$ cat src/rtl/sifive_dcache_tl_d_arbiter.sv
// sifive_dcache_tl_d_arbiter
// Merges N TileLink D-channel response sources onto the single hart-0 dcache
// D channel. A data-carrying multi-beat response locks the grant to its source
// until the last beat is accepted.
// Build option: define SIFIVE_DCACHE_TL_D_ARB_RR_EN for round-robin
// arbitration; otherwise fixed priority (lowest index wins).
module sifive_dcache_tl_d_arbiter #(
    parameter int N        = 2,
    parameter int MAX_SIZE = 6
) (
    input  logic            clock,
    input  logic            reset_n,
    input  logic [N-1:0]    in_valid,
    output logic [N-1:0]    in_ready,
    input  logic [3*N-1:0]  in_opcode,
    input  logic [2*N-1:0]  in_param,
    input  logic [4*N-1:0]  in_size,
    input  logic [3*N-1:0]  in_source,
    input  logic [N-1:0]    in_sink,
    input  logic [N-1:0]    in_denied,
    input  logic [N-1:0]    in_corrupt,
    input  logic [32*N-1:0] in_data,
    output logic            out_valid,
    input  logic            out_ready,
    output logic [2:0]      out_opcode,
    output logic [1:0]      out_param,
    output logic [3:0]      out_size,
    output logic [2:0]      out_source,
    output logic            out_sink,
    output logic            out_denied,
    output logic            out_corrupt,
    output logic [31:0]     out_data,
    output logic [N-1:0]    grant,
    output logic            locked,
    output logic            size_err
);

    localparam int IDXW = $clog2(N);
    // Wide enough to hold the full beat count of the largest burst.
    localparam int BLW = MAX_SIZE - 1;
    localparam logic [3:0] MAX_SIZE_L = 4'(MAX_SIZE);

    typedef enum logic {
        IDLE  = 1'b0,
        BURST = 1'b1
    } state_t;

    state_t          state_reg, state_next;
    logic [BLW-1:0]  beats_left_reg, beats_left_next;
    logic [IDXW-1:0] lock_idx_reg, lock_idx_next;
    logic [IDXW-1:0] hold_idx_reg, hold_idx_next;
    logic            hold_vld_reg, hold_vld_next;
    logic            size_err_reg, size_err_next;

    logic [IDXW-1:0] win_idx;
    logic            any_valid;
    logic [IDXW-1:0] cur_idx;
    logic            cur_sel;
    logic [N-1:0]    sel_valid;
    logic            beat;
    logic            is_data;
    logic            size_over;
    logic [3:0]      size_eff;
    logic [BLW-1:0]  beat_count;

`ifdef SIFIVE_DCACHE_TL_D_ARB_RR_EN
    logic [IDXW-1:0] rr_ptr_reg, rr_ptr_next;

    // Round-robin pick: the valid source nearest after the pointer wins.
    always_comb begin
        int best_dist;
        int dist;
        win_idx   = '0;
        any_valid = 1'b0;
        best_dist = N;
        dist      = 0;
        for (int i = 0; i < N; i++) begin
            dist = (i + 2 * N - 1 - int'(rr_ptr_reg)) % N;
            if (in_valid[i] && (dist < best_dist)) begin
                best_dist = dist;
                win_idx   = IDXW'(i);
                any_valid = 1'b1;
            end
        end
    end

    // Pointer moves to the winner of every accepted first beat.
    always_comb begin
        rr_ptr_next = rr_ptr_reg;
        if ((state_reg == IDLE) && beat) begin
            rr_ptr_next = cur_idx;
        end
    end

    // Round-robin pointer register.
    always_ff @(posedge clock) begin
        if (!reset_n) begin
            rr_ptr_reg <= '0;
        end else begin
            rr_ptr_reg <= rr_ptr_next;
        end
    end
`else
    // Fixed priority pick: lowest valid index wins.
    always_comb begin
        win_idx   = '0;
        any_valid = 1'b0;
        for (int i = N - 1; i >= 0; i--) begin
            if (in_valid[i]) begin
                win_idx   = IDXW'(i);
                any_valid = 1'b1;
            end
        end
    end
`endif

    // Current selection: burst owner, else a held stalled winner, else a fresh pick.
    // Only registered state and in_valid feed this, never out_ready.
    always_comb begin
        cur_idx = win_idx;
        cur_sel = any_valid;
        if (state_reg == BURST) begin
            cur_idx = lock_idx_reg;
            cur_sel = 1'b1;
        end else if (hold_vld_reg) begin
            cur_idx = hold_idx_reg;
            cur_sel = 1'b1;
        end
        if (!reset_n) begin
            cur_sel = 1'b0;
        end
    end

    generate
        for (genvar gi = 0; gi < N; gi++) begin : g_port
            assign grant[gi]     = cur_sel && (cur_idx == IDXW'(gi));
            assign in_ready[gi]  = out_ready & grant[gi];
            assign sel_valid[gi] = in_valid[gi] & grant[gi];
        end
    endgenerate

    assign out_valid = |sel_valid;
    assign beat      = out_valid & out_ready;
    assign locked    = (state_reg == BURST);
    assign size_err  = size_err_reg;

    // AND-OR field mux; all fields read zero when nothing is granted.
    always_comb begin
        out_opcode  = '0;
        out_param   = '0;
        out_size    = '0;
        out_source  = '0;
        out_sink    = 1'b0;
        out_denied  = 1'b0;
        out_corrupt = 1'b0;
        out_data    = '0;
        for (int i = 0; i < N; i++) begin
            if (grant[i]) begin
                out_opcode  = in_opcode[i*3 +: 3];
                out_param   = in_param[i*2 +: 2];
                out_size    = in_size[i*4 +: 4];
                out_source  = in_source[i*3 +: 3];
                out_sink    = in_sink[i];
                out_denied  = in_denied[i];
                out_corrupt = in_corrupt[i];
                out_data    = in_data[i*32 +: 32];
            end
        end
    end

    // Beat count of the presented response; oversize requests count as MAX_SIZE.
    always_comb begin
        is_data    = (out_opcode == 3'd1) || (out_opcode == 3'd5);
        size_over  = (out_size > MAX_SIZE_L);
        size_eff   = size_over ? MAX_SIZE_L : out_size;
        beat_count = BLW'(1);
        if (is_data && (size_eff > 4'd2)) begin
            beat_count = BLW'(1) << (size_eff - 4'd2);
        end
    end

    // Lock FSM, stall-hold and sticky size error next-state logic.
    always_comb begin
        state_next      = state_reg;
        beats_left_next = beats_left_reg;
        lock_idx_next   = lock_idx_reg;
        hold_vld_next   = hold_vld_reg;
        hold_idx_next   = hold_idx_reg;
        size_err_next   = size_err_reg;
        case (state_reg)
            IDLE: begin
                if (beat) begin
                    hold_vld_next = 1'b0;
                    if (size_over) begin
                        size_err_next = 1'b1;
                    end
                    if (beat_count > BLW'(1)) begin
                        state_next      = BURST;
                        beats_left_next = beat_count - BLW'(1);
                        lock_idx_next   = cur_idx;
                    end
                end else if (out_valid) begin
                    // Stalled by the dcache: freeze this winner until its beat.
                    hold_vld_next = 1'b1;
                    hold_idx_next = cur_idx;
                end
            end
            BURST: begin
                if (beat) begin
                    beats_left_next = beats_left_reg - BLW'(1);
                    if (beats_left_reg == BLW'(1)) begin
                        state_next = IDLE;
                    end
                end
            end
            default: state_next = IDLE;
        endcase
    end

    // State registers with synchronous active-low reset.
    always_ff @(posedge clock) begin
        if (!reset_n) begin
            state_reg      <= IDLE;
            beats_left_reg <= '0;
            lock_idx_reg   <= '0;
            hold_idx_reg   <= '0;
            hold_vld_reg   <= 1'b0;
            size_err_reg   <= 1'b0;
        end else begin
            state_reg      <= state_next;
            beats_left_reg <= beats_left_next;
            lock_idx_reg   <= lock_idx_next;
            hold_idx_reg   <= hold_idx_next;
            hold_vld_reg   <= hold_vld_next;
            size_err_reg   <= size_err_next;
        end
    end

endmodule

$ cat config.mk
export PLATFORM = sky130hd
export DESIGN_NAME = sifive_dcache_tl_d_arbiter
export DESIGN_NICKNAME = d
export VERILOG_FILES = /design/src/rtl/sifive_dcache_tl_d_arbiter.sv
export SDC_FILE = /design/constraint.sdc
export NUM_CORES = 1
export LEC_CHECK = 0
export ABC_AREA = 1
export BUFFER_PORTS_ARGS = -buffer_cell sky130_fd_sc_hd__buf_4
export CORE_AREA = 2 2 74 62
export CTS_BUF_LIST = sky130_fd_sc_hd__clkbuf_4 sky130_fd_sc_hd__clkbuf_8
export DETAILED_ROUTE_END_ITERATION = 10
export DIE_AREA = 0 0 76 64
export HOLD_SLACK_MARGIN = 0.05
export PLACE_DENSITY_LB_ADDON = 0.25
export SETUP_SLACK_MARGIN = 0.15
export SYNTH_ARGS = -nofsm -noshare
export SYNTH_HDL_FRONTEND = slang
export SYNTH_SLANG_ARGS = --single-unit
$ cat constraint.sdc
create_clock -name clock -period 3.6 [get_ports clock]
set_input_delay 0.18 -clock clock [delete_from_list [all_inputs] [get_ports clock]]
set_output_delay 0.18 -clock clock [all_outputs]
set_load 0.02 [all_outputs]
==> run metrics <==
hold depth=3; Horiz. Die Dim=approximately 76 um; Placement Rows=21; Sw Share=between 40% and 50%; TritonCTS buffer count=3; Final Max Slew Viols=0; Crit Path Class=reg2reg; area of the mapped netlist=1470 sq um; HP Start=reset_n; Max-Cap Viols=0; hold crit path type=in2reg; Starting DRT DRC Count=130; Core Region=between 4000 and 5000 sq um; Final Hold Viols=0; vias per cell=between 5 and 6; Cell Count, Final, Fillers Out=421; Setup Buffers After CTS=0; Max Freq=~330 MHz; Layout fillers=384; gr ovfl total=0; FF+latch count, synth=10; Final ANT Viol Nets=0; LEAKAGE=1.39 nW; TritonCTS clock tree=yes; Worst Setup End Kind=register; Inserted Diodes=0; clock buffer depth=2; switching power=about 300 uW; post-route clock period utilization=84.7%; element type at the critical path start=register; max reg flops=5; largest net degree at the start of global routing=43; port bufs=approximately 150; WL per Instance=~15 um; Setup-failing EPs final=0; register area share after synthesis=13.6%; setup repair after global routing missed its margin=false; full die area=just under 5000 sq um; root buffer cell=clkbuf_8; H-tree level count=1; Combinational Power Share=around 64%; first-pass GRT wire length=about 9600 um; Register Area=201 sq um; clk_skew=around 0.0014 ns; number of global-route vias before repair=2,104; FF-to-FF setup slack=between 0.5 and 0.6 ns; total clock sinks=10; io pins=153; Worst R2R Start=locked; Clk network pwr share=a little under 20%; VDD IR max=between 0.00015 and 0.0002 V; Hold EP=beats_left_reg[0]; vias=2,142; initial antenna violation count=0; Synth Net Count=approximately 320; fin crit period=approximately 3.0 ns; Worst EP arrival=approximately 3.2 ns; CTS clk-pin slew, worst paths=about 0.050 ns; Crit path required time=3.78 ns; FF-to-FF End=beats_left_reg[1]; Die Ht=around 64 um; DRC errors left=0; Multi-input gate area=approximately 1100 sq um; DRT Pass-1 Iters=4; starting density of the core=~36%; DRT Wirelength=between 6000 and 7000 um; Internal Power=~430 uW; Setup TNS=0 ns; worst-path maximum fanout=13; total track usage=24.3%; # placed instances=roughly 420; final net count=about 470; hpwl dp=between 5000 and 6000 um; slew margin rel.=a little over a quarter; Worst Max-Slew Pin Slew=about 1.1 ns; mean post-synth cell area=6.72 sq um; Unique masters post-synth=31; share of cells above drive strength 1=between 50% and 60%; power per cell area=roughly 270 nW/um^2; routability cong.=roughly 0.9; clock latency on the worst-skew pair=approximately 0.24 ns; Yosys warnings=0; Area growth, synth to finish=82.1%; Hold-fix buffers, CTS=0; sequential share of power=between 10% and 20%; Post-Synthesis Cells=219; outcome=finished clean; Worst Reg2Reg Path Length in Cells=19
[power groups by stage]
stage	clock network (mW)	logic, mW	registers, mW
CTS	0.142	0.467	0.118
detailed placement	0	0.465	0.120
global placement	0	0.460	0.120
floorplan	0	0.260	0.119
finish	0.144	0.467	0.118
global route	0.151	0.500	0.118
[cells in the final DEF, fill, tap and decap left out, drive strengths merged, types with 2 or more instances in the layout]
master / n
a21oi: 13
nand2: 37
inv: 27
dfxtp: 10
o21ai: 9
ha: 5
buf: 152
nand3b: 3
nor2: 26
nand3: 21
clkbuf: 4
a22o: 41
xnor2: 2
nand4: 8
clkinv: 2
[per-layer routing]
layer | routed length [um] | part of all wire (%) | GRT usage, % | vias to the layer above
li1 | - | - | - | 1063
met1 | 2510 | 40 | 28.7 | 983
met2 | 3350 | 54 | 46.3 | 86
met3 | 329 | 5.3 | 4.24 | 10
met4 | 67 | 1.1 | 4.77 | 0
met5 | 0 | 0 | 0 | -
[cell usage after synthesis]
| master | instances | share of area (%) |
|---|---|---|
| a21oi_1 | 10 | 3.4 |
| nor2_2 | 3 | 1.3 |
| buf_4 | 1 | 0.51 |
| buf_6 | 2 | 1.5 |
| or2_2 | 1 | 0.43 |
| nand4_2 | 1 | 0.85 |
| inv_1 | 22 | 5.6 |
| clkinv_1 | 2 | 0.51 |
| nand3_2 | 3 | 2.0 |
| o21ai_2 | 1 | 0.60 |
| o211ai_1 | 1 | 0.51 |
| a21oi_2 | 1 | 0.60 |
| o21ai_1 | 2 | 0.68 |
| xnor2_1 | 2 | 1.2 |
| a22o_1 | 41 | 24 |
| nand2_4 | 3 | 2.3 |
| ha_1 | 5 | 4.3 |
| o21bai_1 | 1 | 0.51 |
| dfxtp_1 | 10 | 14 |
| clkbuf_1 | 8 | 2.0 |
| nor2_1 | 22 | 5.6 |
| nand2_2 | 9 | 3.8 |
| nand4_1 | 7 | 3.0 |
| a21oi_4 | 2 | 2.2 |
| nand3b_1 | 3 | 1.5 |
| nand2_1 | 25 | 6.4 |
| o21ai_0 | 6 | 2.0 |
| nand3_1 | 18 | 6.1 |
| nor2_4 | 1 | 0.77 |
| inv_2 | 5 | 1.3 |
| o22ai_1 | 1 | 0.43 |
[repair_timing]
| item | 4_1_cts | 5_1_grt |
|---|---|---|
| endpoints found under the hold margin | 0 | 0 |
| endpoints found under the setup margin | 0 | 6 |
| gates resized for setup | 0 | 1 |
[how the worst max path moves through the flow]
stage	end	depth (start not counted)	startpoint	slack, ns
3_3_place_gp	beats_left_reg[1]	18	locked	0.62
6_report	beats_left_reg[1]	19	locked	0.55
4_1_cts	beats_left_reg[1]	19	locked	0.40
5_1_grt	beats_left_reg[4]	19	locked	0.17
3_5_place_dp	beats_left_reg[1]	18	locked	0.43
2_1_floorplan	beats_left_reg[1]	19	locked	0.76
[critical path, stage by stage (launching register included)]
cell and delay [ns]:
dfxtp_2 0.44, nor2_1 0.10, a21oi_4 0.33, nand4_1 0.16
nand2_2 0.14, nor2_2 0.08, ha_1 0.33, inv_1 0.05
nor2_1 0.16, nand4_1 0.17, inv_1 0.12, nand2_1 0.08
ha_1 0.20, o211ai_1 0.13, nand2_2 0.10, nand2_4 0.11
nand2_1 0.08, nand2_1 0.07, nand2_1 0.05, nor2_1 0.08
[through the flow]
| step | util [%] | power, mW | hold slack [ns] | worst slack, ns | area (sq um) |
|---|---|---|---|---|---|
| after floorplan | - | 0.379 | 0.433 | 0.759 | 1470 |
| after global placement | 64.4 | 0.580 | 0.449 | 0.617 | 2620 |
| final | 65.8 | 0.728 | 0.235 | 0.550 | 2680 |
| after CTS | 65.8 | 0.727 | 0.237 | 0.402 | 2680 |
| after detailed placement | 64.4 | 0.585 | 0.450 | 0.434 | 2620 |
| after global routing | 65.8 | 0.769 | 0.243 | 0.167 | 2680 |
[cell type report]
cell class	instances	share of cell area, %
tap	57	2.66
timing repair buffer	152	42.6
sequential	10	7.52
inverter	29	4.06
multi-input combinational	169	41.1
clock buffer	4	2.05
[logic make-up after synthesis]
group | Yosys count | share of synthesized area [%]
AND/OR/NAND/NOR | 96 | 34.1
AO/OA/AOI/OAI | 66 | 35.4
buffers and inverters | 40 | 11.5
flip-flops | 10 | 13.6
adder cells (fa/ha/maj) | 5 | 4.25
XOR/XNOR | 2 | 1.19
No activity file was read; power rests on OpenSTA's default activity.
